$ cat src/rtl/mul8_arbiter.sv
// Round-robin arbiter sharing one 8x8 array multiplier among NREQ requesters.
// Define MUL8_ARB_FAST_EN to skip the operand-register stage (latency 1).
module mul8_arbiter #(
    parameter int NREQ = 4,
    parameter int IDW  = 2
) (
    input  logic                 clk,
    input  logic                 rst_n,
    input  logic [NREQ-1:0]      req_valid,
    output logic [NREQ-1:0]      req_ready,
    input  logic [8*NREQ-1:0]    req_a,
    input  logic [8*NREQ-1:0]    req_b,
    output logic                 rsp_valid,
    input  logic                 rsp_ready,
    output logic [15:0]          rsp_data,
    output logic [IDW-1:0]       rsp_id
);

    // Handshakes: a transfer happens at a posedge where valid and ready are both 1.
    typedef enum logic [1:0] {
        IDLE = 2'd0,
        CALC = 2'd1,
        RESP = 2'd2
    } state_e;

    state_e         state_q, state_d;
    logic [IDW-1:0] rr_ptr_q, rr_ptr_d;
    logic [7:0]     op_a_q, op_a_d;
    logic [7:0]     op_b_q, op_b_d;
    logic [IDW-1:0] id_q, id_d;
    logic           rsp_valid_q, rsp_valid_d;
    logic [15:0]    rsp_data_q, rsp_data_d;
    logic [IDW-1:0] rsp_id_q, rsp_id_d;

    logic           grant_found;
    logic [IDW-1:0] grant_idx;
    logic           accept;
    logic [7:0]     sel_a;
    logic [7:0]     sel_b;

    // Shift-and-add array of partial products, unsigned 8x8 -> 16.
    function automatic logic [15:0] mul_8array(input logic [7:0] a, input logic [7:0] b);
        logic [15:0] acc;
        acc = '0;
        for (int i = 0; i < 8; i++) begin
            if (b[i]) acc = acc + ({8'd0, a} << i);
        end
        return acc;
    endfunction

    always_comb begin : arb
        logic [IDW-1:0] cand;
        grant_found = 1'b0;
        grant_idx   = '0;
        cand        = '0;
        for (int k = 1; k <= NREQ; k++) begin
            cand = IDW'((int'(rr_ptr_q) + k) % NREQ);
            if (!grant_found && req_valid[cand]) begin
                grant_found = 1'b1;
                grant_idx   = cand;
            end
        end
    end

    assign accept    = (state_q == IDLE) && rst_n && grant_found;
    assign req_ready = accept ? (NREQ'(1) << grant_idx) : '0;
    assign sel_a     = req_a[8*grant_idx +: 8];
    assign sel_b     = req_b[8*grant_idx +: 8];

    always_comb begin
        state_d     = state_q;
        rr_ptr_d    = rr_ptr_q;
        op_a_d      = op_a_q;
        op_b_d      = op_b_q;
        id_d        = id_q;
        rsp_valid_d = rsp_valid_q;
        rsp_data_d  = rsp_data_q;
        rsp_id_d    = rsp_id_q;
        case (state_q)
            IDLE: begin
                if (accept) begin
                    op_a_d   = sel_a;
                    op_b_d   = sel_b;
                    id_d     = grant_idx;
                    rr_ptr_d = grant_idx;
`ifdef MUL8_ARB_FAST_EN
                    rsp_data_d  = mul_8array(sel_a, sel_b);
                    rsp_id_d    = grant_idx;
                    rsp_valid_d = 1'b1;
                    state_d     = RESP;
`else
                    state_d  = CALC;
`endif
                end
            end
            CALC: begin
                rsp_data_d  = mul_8array(op_a_q, op_b_q);
                rsp_id_d    = id_q;
                rsp_valid_d = 1'b1;
                state_d     = RESP;
            end
            RESP: begin
                if (rsp_ready) begin
                    rsp_valid_d = 1'b0;
                    state_d     = IDLE;
                end
            end
            default: state_d = IDLE;
        endcase
    end

    always_ff @(posedge clk) begin
        if (!rst_n) begin
            state_q     <= IDLE;
            rr_ptr_q    <= IDW'(NREQ - 1);
            op_a_q      <= '0;
            op_b_q      <= '0;
            id_q        <= '0;
            rsp_valid_q <= 1'b0;
            rsp_data_q  <= '0;
            rsp_id_q    <= '0;
        end else begin
            state_q     <= state_d;
            rr_ptr_q    <= rr_ptr_d;
            op_a_q      <= op_a_d;
            op_b_q      <= op_b_d;
            id_q        <= id_d;
            rsp_valid_q <= rsp_valid_d;
            rsp_data_q  <= rsp_data_d;
            rsp_id_q    <= rsp_id_d;
        end
    end

    assign rsp_valid = rsp_valid_q;
    assign rsp_data  = rsp_data_q;
    assign rsp_id    = rsp_id_q;

endmodule

$ cat config.mk
export PLATFORM = sky130hd
export DESIGN_NAME = mul8_arbiter
export DESIGN_NICKNAME = d
export VERILOG_FILES = /design/src/rtl/mul8_arbiter.sv
export SDC_FILE = /design/constraint.sdc
export NUM_CORES = 1
export LEC_CHECK = 0
export BUFFER_PORTS_ARGS = -buffer_cell sky130_fd_sc_hd__buf_2
export CAP_MARGIN = 20
export CORE_MARGIN = 2
export CORE_UTILIZATION = 55
export DETAILED_ROUTE_END_ITERATION = 10
export GPL_ROUTABILITY_DRIVEN = 0
export PLACE_DENSITY = 0.79
export SLEW_MARGIN = 10
export SYNTH_ARGS = -nofsm -noshare
export SYNTH_HDL_FRONTEND = slang
export SYNTH_SLANG_ARGS = --single-unit
$ cat constraint.sdc
create_clock -name clk -period 19.06 [get_ports clk]
set_clock_uncertainty 0.05 [all_clocks]
set_input_delay 0.953 -clock clk [delete_from_list [all_inputs] [get_ports clk]]
set_output_delay 0.953 -clock clk [all_outputs]
set_load 0.005 [all_outputs]
==> Yosys cells after proc, flatten, opt, wreduce, memory -nomap -nowiden <==
Index checks and enable logic that the tools add are counted.
{ "classes": {"n_lt_le_gt_ge": 4, "addsub": 11, "mux": 37, "shift": 3, "n_reduce_logical": 13, "eq_ne": 4} }
{ "op_table": {"columns": ["cell", "n"], "rows": [
  ["2-to-1 mux 16 bit", 14],
  ["variable part select 32 x 6 -> 8 bit", 2],
  ["adder 16 x 10 -> 16 bit", 1],
  ["adder 16 x 11 -> 16 bit", 1],
  ["adder 16 x 12 -> 16 bit", 1],
  ["adder 16 x 13 -> 16 bit", 1],
  ["adder 16 x 14 -> 16 bit", 1],
  ["adder 16 x 15 -> 16 bit", 1],
  ["adder 16 x 9 -> 16 bit", 1],
  ["< comparator 2 x 3 -> 1 bit (second input constant)", 4],
  ["2-to-1 mux 2 bit", 6],
  ["2-to-1 mux 1 bit", 9],
  ["binary-select mux 1 bit (select 2 bit)", 4],
  ["2-to-1 mux 8 bit", 1],
  ["case mux 2 bit (3 select lines)", 1],
  ["AND reduction 2 bit", 3],
  ["logical AND 1 bit", 5],
  ["adder 2 x 1 -> 2 bit (second input constant)", 2],
  ["adder 2 bit (second input constant)", 2],
  ["2-to-1 mux 4 bit", 1],
  ["!= test 2 bit (second input constant)", 2],
  ["left shift 1 x 2 -> 4 bit (first input constant)", 1],
  ["logical NOT 1 bit", 3],
  ["== test 2 x 1 -> 1 bit (second input constant)", 1],
  ["4 further kinds", 4]
]} }
{ "word_totals": {"out_inout_bits": 23, "word_cells": 80, "input_bits": 71, "regBits": 41} }

==> Logic depth before layout (Yosys ltp) <==
Gate-level depths: netlist of the first run.
{ "logic_depth": {"ltp_word": 22, "ltp_mapped": 48, "ltp_nobuf": 47} }

==> Worst setup path after synthesis of the first run <==
OpenSTA, ideal clock, no wires.
{ "synth_timing": {"kind": "reg-to-reg", "start": "register op_a_q[2]", "end": "register rsp_data_q[15] (netlist: rsp_data[15])", "synth_period_minus_slack_ns": 8.308, "t_required_ns": 18.936, "stages_incl_launch_ff": 42, "path_buffers": 1, "t_arrival_ns": 8.184, "setup_slack_ns": 10.752, "setup_time_ns": 0.074, "cell_sequence": "dfxtp_1 buf_2 nand2_1 inv_1 ha_1 a21o_1 maj3_1 xnor2_1 a21oi_1 ha_1 nor2b_1 o31a_1 a211oi_1 a21oi_1 nand2_1 ha_1 or2_2 o21ai_1 (+6 left out) a21oi_1 o21ai_1 o211ai_1 ha_1 o211ai_1 a21oi_1 o21a_1 or3_1 o221ai_1 ha_1 a21o_1 nor2_1 xnor2_1 mux2_2 ha_1 a211oi_1 or4b_2 a31oi_1"} }
{ "synth_between": {"elab_chain_cells": 22} }
{ "synth_lines": {"columns": ["item", "line_no", "rtl"], "rows": [
  ["start: declaration", "28", "logic [7:0] op_a_q, op_a_d;"],
  ["start signal: assignment", "125", "op_a_q <= op_a_d;"],
  ["2-to-1 mux 8 bit", "46", "if (b[i]) acc = acc + ({8'd0, a} << i);"],
  ["2-to-1 mux 16 bit", "79", "case (state_q)"],
  ["adder 16 x 9 -> 16 bit", "46", null],
  ["2-to-1 mux 16 bit", "46", null],
  ["2-to-1 mux 16 bit", "79", null],
  ["adder 16 x 10 -> 16 bit", "46", null],
  ["2-to-1 mux 16 bit", "46", null],
  ["2-to-1 mux 16 bit", "79", null],
  ["(+6 left out)", null, null],
  ["adder 16 x 13 -> 16 bit", "46", null],
  ["2-to-1 mux 16 bit", "46", null],
  ["2-to-1 mux 16 bit", "79", null],
  ["adder 16 x 14 -> 16 bit", "46", null],
  ["2-to-1 mux 16 bit", "46", null],
  ["2-to-1 mux 16 bit", "79", null],
  ["adder 16 x 15 -> 16 bit", "46", null],
  ["2-to-1 mux 16 bit (*)", "46", null],
  ["end signal: assignment", "129", "rsp_data_q <= rsp_data_d;"],
  ["end: declaration", "32", "logic [15:0] rsp_data_q, rsp_data_d;"]
]} }
Mark *: on every way between the ends. The rest lies on a longest branch, timed or not. The select of a mux whose other input is x is not followed.
A chain may end at the register's enable or synchronous reset.

==> Worst setup path after layout of the first run <==
Same ends and word-level chain as after synthesis.

==> impl_metrics.ini, run 1 <==
[yosys]
ys.flop_type = dfxtp_1
netlist_instances = 749
yosysUniqueCellTypes = 70
ys_seq_area_share_pct = 15.7
synth_nets = 885
synth.area.top_cells = dfxtp_1 (16%), ha_1 (14%), nand2_1 (11%)
synth_area_um2 = 5230
yosys.area.top_type = dfxtp_1
ys_warn_count = 0
yosys.area.top_type_share_pct = 15.7
synth_edf_count = 0
synthMostInstantiatedCell = nand2_1
ys_seq_elements = 41
synth_area_per_cell_um2 = 6.98
async_flop_share_pct = 0
synth.top_cells.by_count = nand2_1 (155), ha_1 (58), o21ai_0 (54)

[cts]
cts_root_buf = clkbuf_8
path_clk_slew_ns = 0.08
cts_sinks = 41
htreeDepth = 2
post_cts_resized = 0
tritoncts = built
post_cts_buffers = 0
cts.path.max_buffers = 2
clk_latency_ns = 0.30
numCtsBuffers = 5
cts_hold_buf = 0

[worst_setup_path]
crit_buf_inv = 1
cp_common_cell = ha_1
max_stage_delay_ns = 0.75
critPathMaxFanout = 14
required_ns = 19.23
crit_path_end_kind = register
worst_path_max_delay_cell = dfxtp_1
critPathKind = reg -> reg
path_delay_family = compound AO/OA/AOI/OAI gates
start_kind = register
arrival_ns = 9.99

[final_layout]
multiInputGateArea_um2 = 4140
antennaDiodeCount = 0
regArea_um2 = 821
fin_area_um2 = 5860
fin_nets = 951
post-route-util_pct = 63.5
drive_gt1_share_pct = 15.3
area_growth_pct = 12.1
fillers = 803

[power]
p_leak_nw = 2.85
p_per_area_nw_per_um2 = 105
vdd_drop_max_v = 0.0000496
switching_share_pct = 49.6
pwr-share-clk_pct = 10.2
power_frac_seq_pct = 22.8
p_int_mw = 0.310
combPwrFrac_pct = 67.0
switching_power_mw = 0.305

[route]
drt_iter0_drc = 341
ant_nets = 0
firstDrtPassIters = 5
drc = 0
vias_per_cell = 5.98
finalWirelength_um = 14700
wl_per_cell_um = 15.6
vias = 5654

[job]
maxCapViolations = 0

[floorplan]
initial_core_util_pct = 56.6
die_w_um = 102
placement_rows = 35
io_pins = 94
die_height_um = 102
core_um2 = 9240
die_area_um2 = 10300

[min_path]
hold_class = reg -> reg

[grt]
grt_pass1_wl_um = 24600
grtUsageTotal_pct = 29.1
grt_pass1_vias = 5355
grt_max_degree = 43
grt-ovfl-total = 0
antenna_found_initial = 0

[sta]
rsz0062_at_grt = no
relSlewSlack_pct = 31.3
slew_violations = 0
hold_violations = 0
worst_pin_slew_ns = 1.03
max_freq_ghz = 0.102
finalCritPeriodShare_pct = 51.6
setup_viol = 0
fin_setup_tns_ns = 0
min_period_ns = 9.83

[run_status]
status = completed

[placement]
dpl.hpwl_um = 11300
io_buffers = 93
post_dp_cell_area_um2 = 5750
## registers in the layout (all words and copies together) (netlist names)
register	flops
rsp_data	16
rsp_valid	1
rr_ptr_q	2
state_q	2
op_a_q	8
rsp_id	2
id_q	2
op_b_q	8
## layout by cell type, fill, tap and decap left out, types with 8 or more instances in the layout
cell      count
a21o_1       14
a21oi_1      44
buf_2        93
dfxtp_1      41
ha_1         58
inv_1        37
mux2_2        9
nand2_1     155
nand2b_1     17
nand3_1      26
nor2_1       37
nor2b_1      14
o211ai_1     22
o21a_1       17
o21ai_0      54
xnor2_1      21
xor2_1        8
## kinds of logic (layout without fill, tap and decap cells)
| kind of cell | count (synthesis) | in the layout | synth area share, % |
|---|---|---|---|
| XOR/XNOR | 29 | 29 | 4.86 |
| AND/OR/NAND/NOR | 290 | 290 | 25.1 |
| adder cells (fa/ha/maj) | 66 | 66 | 16.7 |
| AO/OA/AOI/OAI | 233 | 233 | 29.5 |
| multiplexers | 12 | 12 | 2.51 |
| buffers and inverters | 78 | 145 | 5.62 |
| flip-flops | 41 | 41 | 15.7 |
## final timing paths
check            start      endpoint  slack, ns  cells past startpoint
max reg2reg  op_a_q[2]  rsp_data[15]       9.23                     41
min            id_q[0]     rsp_id[0]       0.41                      2
min reg2reg    id_q[0]     rsp_id[0]       0.41                      2
max          op_a_q[2]  rsp_data[15]       9.23                     41
## worst min-delay path: cells and delay by family, from the launching register on
kind             cells  cell delay [ns]
flip-flops           1             0.31
AO/OA/AOI/OAI        1             0.06
AND/OR/NAND/NOR      1             0.05
## routing by layer
layer	track usage [%]	vias to the layer above	wire length, um
li1	-	2808	-
met1	37.7	2562	6450
met2	49.1	241	6700
met3	3.86	43	1070
met4	11.4	0	516
met5	0	-	0
## cell type report
type                            count  area share, %
Clock inverter                      1         0.0854
Tap cell                          129           2.75
Timing Repair Buffer               96           8.32
Sequential cell                    41           14.0
Multi-Input combinational cell    630           70.6
Inverter                           41           2.62
Clock buffer                        7           1.64
## metrics by stage
stage	hold slack, ns	power (mW)	cells	worst slack, ns
2_1_floorplan	0.388	0.447	749	10.75
3_3_place_gp	0.399	0.528	937	9.66
3_5_place_dp	0.406	0.543	937	9.48
4_1_cts	0.416	0.609	945	9.41
5_1_grt	0.450	0.675	945	8.77
6_report	0.411	0.615	945	9.23
## power by group through the flow
stage | clock (mW) | sequential (mW) | combinational, mW
after floorplan | 0 | 0.117 | 0.330
after global placement | 0 | 0.140 | 0.388
after detailed placement | 0 | 0.141 | 0.402
after CTS | 0.0631 | 0.139 | 0.407
after global routing | 0.0676 | 0.143 | 0.464
final | 0.0626 | 0.140 | 0.412
No activity file was read; power rests on OpenSTA's default activity.
==> run 2, diff against run 1 <==
--- a/config.mk
+++ b/config.mk
@@ -5,6 +5,7 @@
 export SDC_FILE = /design/constraint.sdc
 export NUM_CORES = 1
 export LEC_CHECK = 0
+export ABC_AREA = 1
 export BUFFER_PORTS_ARGS = -buffer_cell sky130_fd_sc_hd__buf_2
 export CAP_MARGIN = 20
 export CORE_MARGIN = 2
==> constraint.sdc (replaced) <==
create_clock -name clk -period 9.2 [get_ports clk]
set_clock_uncertainty 0.05 [all_clocks]
set_input_delay 0.46 -clock clk [delete_from_list [all_inputs] [get_ports clk]]
set_output_delay 0.46 -clock clk [all_outputs]
set_load 0.005 [all_outputs]
==> run 2 against run 1 <==
First-iteration DRC count grew 4.1%. Synthesized area shrank 2.9%. Via count down 4.3%. Combinational power rose to 3.7 times the previous value. Register-to-register slack lost 8.3 ns. Critical path type unchanged. Largest cell class unchanged. Largest power group unchanged. Highest routed layer unchanged.
==> impl_metrics.ini, run 2 <==
[run_status]
status = completed

[worst_setup_path]
start_kind = register
arrival_ns = 8.43
r2r_end = rsp_data[14]
critPathMaxFanout = 12
critPathKind = reg -> reg
r2r_start = op_a_q[1]
ff2ff_setup_slack_ns = 0.91
worst_path_max_delay_cell = dfxtp_2
max_stage_delay_ns = 0.51
cp_common_cell = nand2_1
required_ns = 9.34
crit_path_end_kind = register
r2r_cells = 45

[sta]
slew_violations = 0
relSlewSlack_pct = 56.5
setup_viol = 0
min_period_ns = 8.29
hold_violations = 0
finalCritPeriodShare_pct = 90.1
worst_pin_slew_ns = 0.652
rsz0062_at_grt = no
fin_setup_tns_ns = 0
max_freq_ghz = 0.121

[job]
maxCapViolations = 0

[power]
combPwrFrac_pct = 75.8
p_leak_nw = 3.23
switching_power_mw = 1.11
p_int_mw = 0.872
vdd_drop_max_v = 0.000325
power_frac_seq_pct = 16.7
switching_share_pct = 56.1
p_per_area_nw_per_um2 = 349
pwr-share-clk_pct = 7.5

[final_layout]
layout_common_cells = nand2_1 (260), nand3_1 (101), inv_1 (94)
antennaDiodeCount = 0
drive_gt1_share_pct = 15.2
largest_reg_flops = 16
final_common_cell = nand2_1
area_growth_pct = 12.2
finalNonFillerCells = 1019
fin_nets = 1043

[grt]
grt-ovfl-total = 0
grt_max_degree = 23
grt_pass1_vias = 5090
grtUsageTotal_pct = 27.4
grt_pass1_wl_um = 22800
antenna_found_initial = 0

[route]
wl_met3_um = 652
drc = 0
dr_wl_met2_um = 5880
vias = 5410
wl_per_cell_um = 12.8
vias_per_cell = 5.31
drt_iter0_drc = 355
highest_layer = met4
ant_nets = 0
firstDrtPassIters = 5
m1WireLength_um = 6320
finalWirelength_um = 13100

[yosys]
ys_seq_elements = 41
synth_area_per_cell_um2 = 6.15
synthMostInstantiatedCell = nand2_1
synth.area.top_cells = nand2_1 (19%), dfxtp_1 (16%), ha_1 (14%)
ys_warn_count = 0
synth.top_cells.by_count = nand2_1 (260), nand3_1 (101), inv_1 (94)
yosys.area.top_type_share_pct = 19.2
ys_seq_area_share_pct = 16.2
synth_edf_count = 0
yosys.area.top_type = nand2_1
netlist_instances = 826
yosysUniqueCellTypes = 40
ys.flop_type = dfxtp_1
async_flop_share_pct = 0
synth_area_um2 = 5080
synth_nets = 962

[floorplan]
die_area_um2 = 10000
placement_rows = 35
die_w_um = 100
io_pins = 94
die_height_um = 100
initial_core_util_pct = 55.8
core_um2 = 9110

[min_path]
hold_class = in -> reg
holdCritStartpoint = rsp_ready
whs_endpoint = rsp_valid
min_path_cells = 2

[cts]
cts_sinks = 41
path_clk_slew_ns = 0.08
htreeDepth = 2
numCtsBuffers = 5
cts_root_buf = clkbuf_8
tritoncts = built
clk_latency_ns = 0.29
post_cts_buffers = 0
cts.path.max_buffers = 2

[placement]
dp_cells = 1011
io_buffers = 93
dpl.hpwl_um = 10400
[run 2: cell count changes after synthesis, sizes merged, moves of 9 or more]
cell / before / now
mux2: 9 / 0
nand4: 2 / 24
o211ai: 22 / 0
nor2b: 14 / 0
a21o: 14 / 0
xnor2: 21 / 9
o21a: 17 / 2
clkbuf: 35 / 16
nand2b: 17 / 0
o21ai: 61 / 44
nand2: 155 / 272
inv: 39 / 97
nand3: 26 / 101
[run 2: kinds of logic (layout without fill, tap and decap cells)]
group                    after synthesis  count (layout)  share of synthesized area, %
AO/OA/AOI/OAI                        110             110                          11.9
XOR/XNOR                              23              23                          3.97
adder cells (fa/ha/maj)               65              65                          17.0
buffers and inverters                123             205                          10.1
flip-flops                            41              41                          16.2
AND/OR/NAND/NOR                      464             464                          40.8
[run 2: through the flow]
stage	hold WS (ns)	utilization, %	worst slack [ns]	power, mW	cell area, um2
4_1_cts	0.328	62.5	0.687	1.98	5700
5_1_grt	0.331	62.6	0.0783	2.23	5700
6_report	0.328	62.6	0.910	1.99	5700
3_5_place_dp	0.387	61.3	0.719	1.82	5580
3_3_place_gp	0.396	61.3	0.955	1.81	5580
2_1_floorplan	0.396	-	1.39	1.54	5080
[run 2: worst max-delay path: cells and delay by family, from the launching register on]
kind	cells	cell delay, ns
AOI/OAI and AO/OA	7	1.23
buffers and inverters	5	0.32
DFF	1	0.51
adders and majority gates	12	3.64
and+or+nand+nor	18	2.02
xor gates and xnor gates	3	0.41
[run 2: cell type report]
class,instances,area [um2]
well taps,111,139
flip-flops and latches,41,823
inverters,99,372
clock buffers,7,86.3
clock inverters,1,30.0
fillers,883,3410
repair buffers,98,503
multi-input cells,662,3740
[run 2: power by group through the flow]
stage               clock network, mW  logic, mW  registers, mW
floorplan                           0       1.25          0.294
global placement                    0       1.47          0.333
detailed placement                  0       1.48          0.334
CTS                             0.151       1.50          0.330
global route                    0.159       1.73          0.341
finish                          0.149       1.51          0.332
[run 2: how the worst max path moves through the flow]
stage / start / endpoint / slack (ns)
2_1_floorplan: op_a_q[1] / rsp_data[14] / 1.39
3_3_place_gp: op_a_q[1] / rsp_data[14] / 0.96
3_5_place_dp: op_a_q[1] / rsp_data[14] / 0.72
4_1_cts: op_a_q[1] / rsp_data[14] / 0.69
5_1_grt: op_a_q[1] / rsp_data[14] / 0.08
6_report: op_a_q[1] / rsp_data[14] / 0.91
[run 2: repair_timing]
item / CTS / global route
setup endpoints to repair: 0 / 4
resized for setup: 0 / 5
hold buffers: 0 / 0
[run 2: per-layer routing]
| layer | vias to the layer above | global-route usage, % |
|---|---|---|
| met2 | 151 | 46.0 |
| li1 | 2862 | - |
| met3 | 17 | 2.37 |
| met1 | 2380 | 38.0 |
| met4 | 0 | 7.59 |
| met5 | - | 0 |
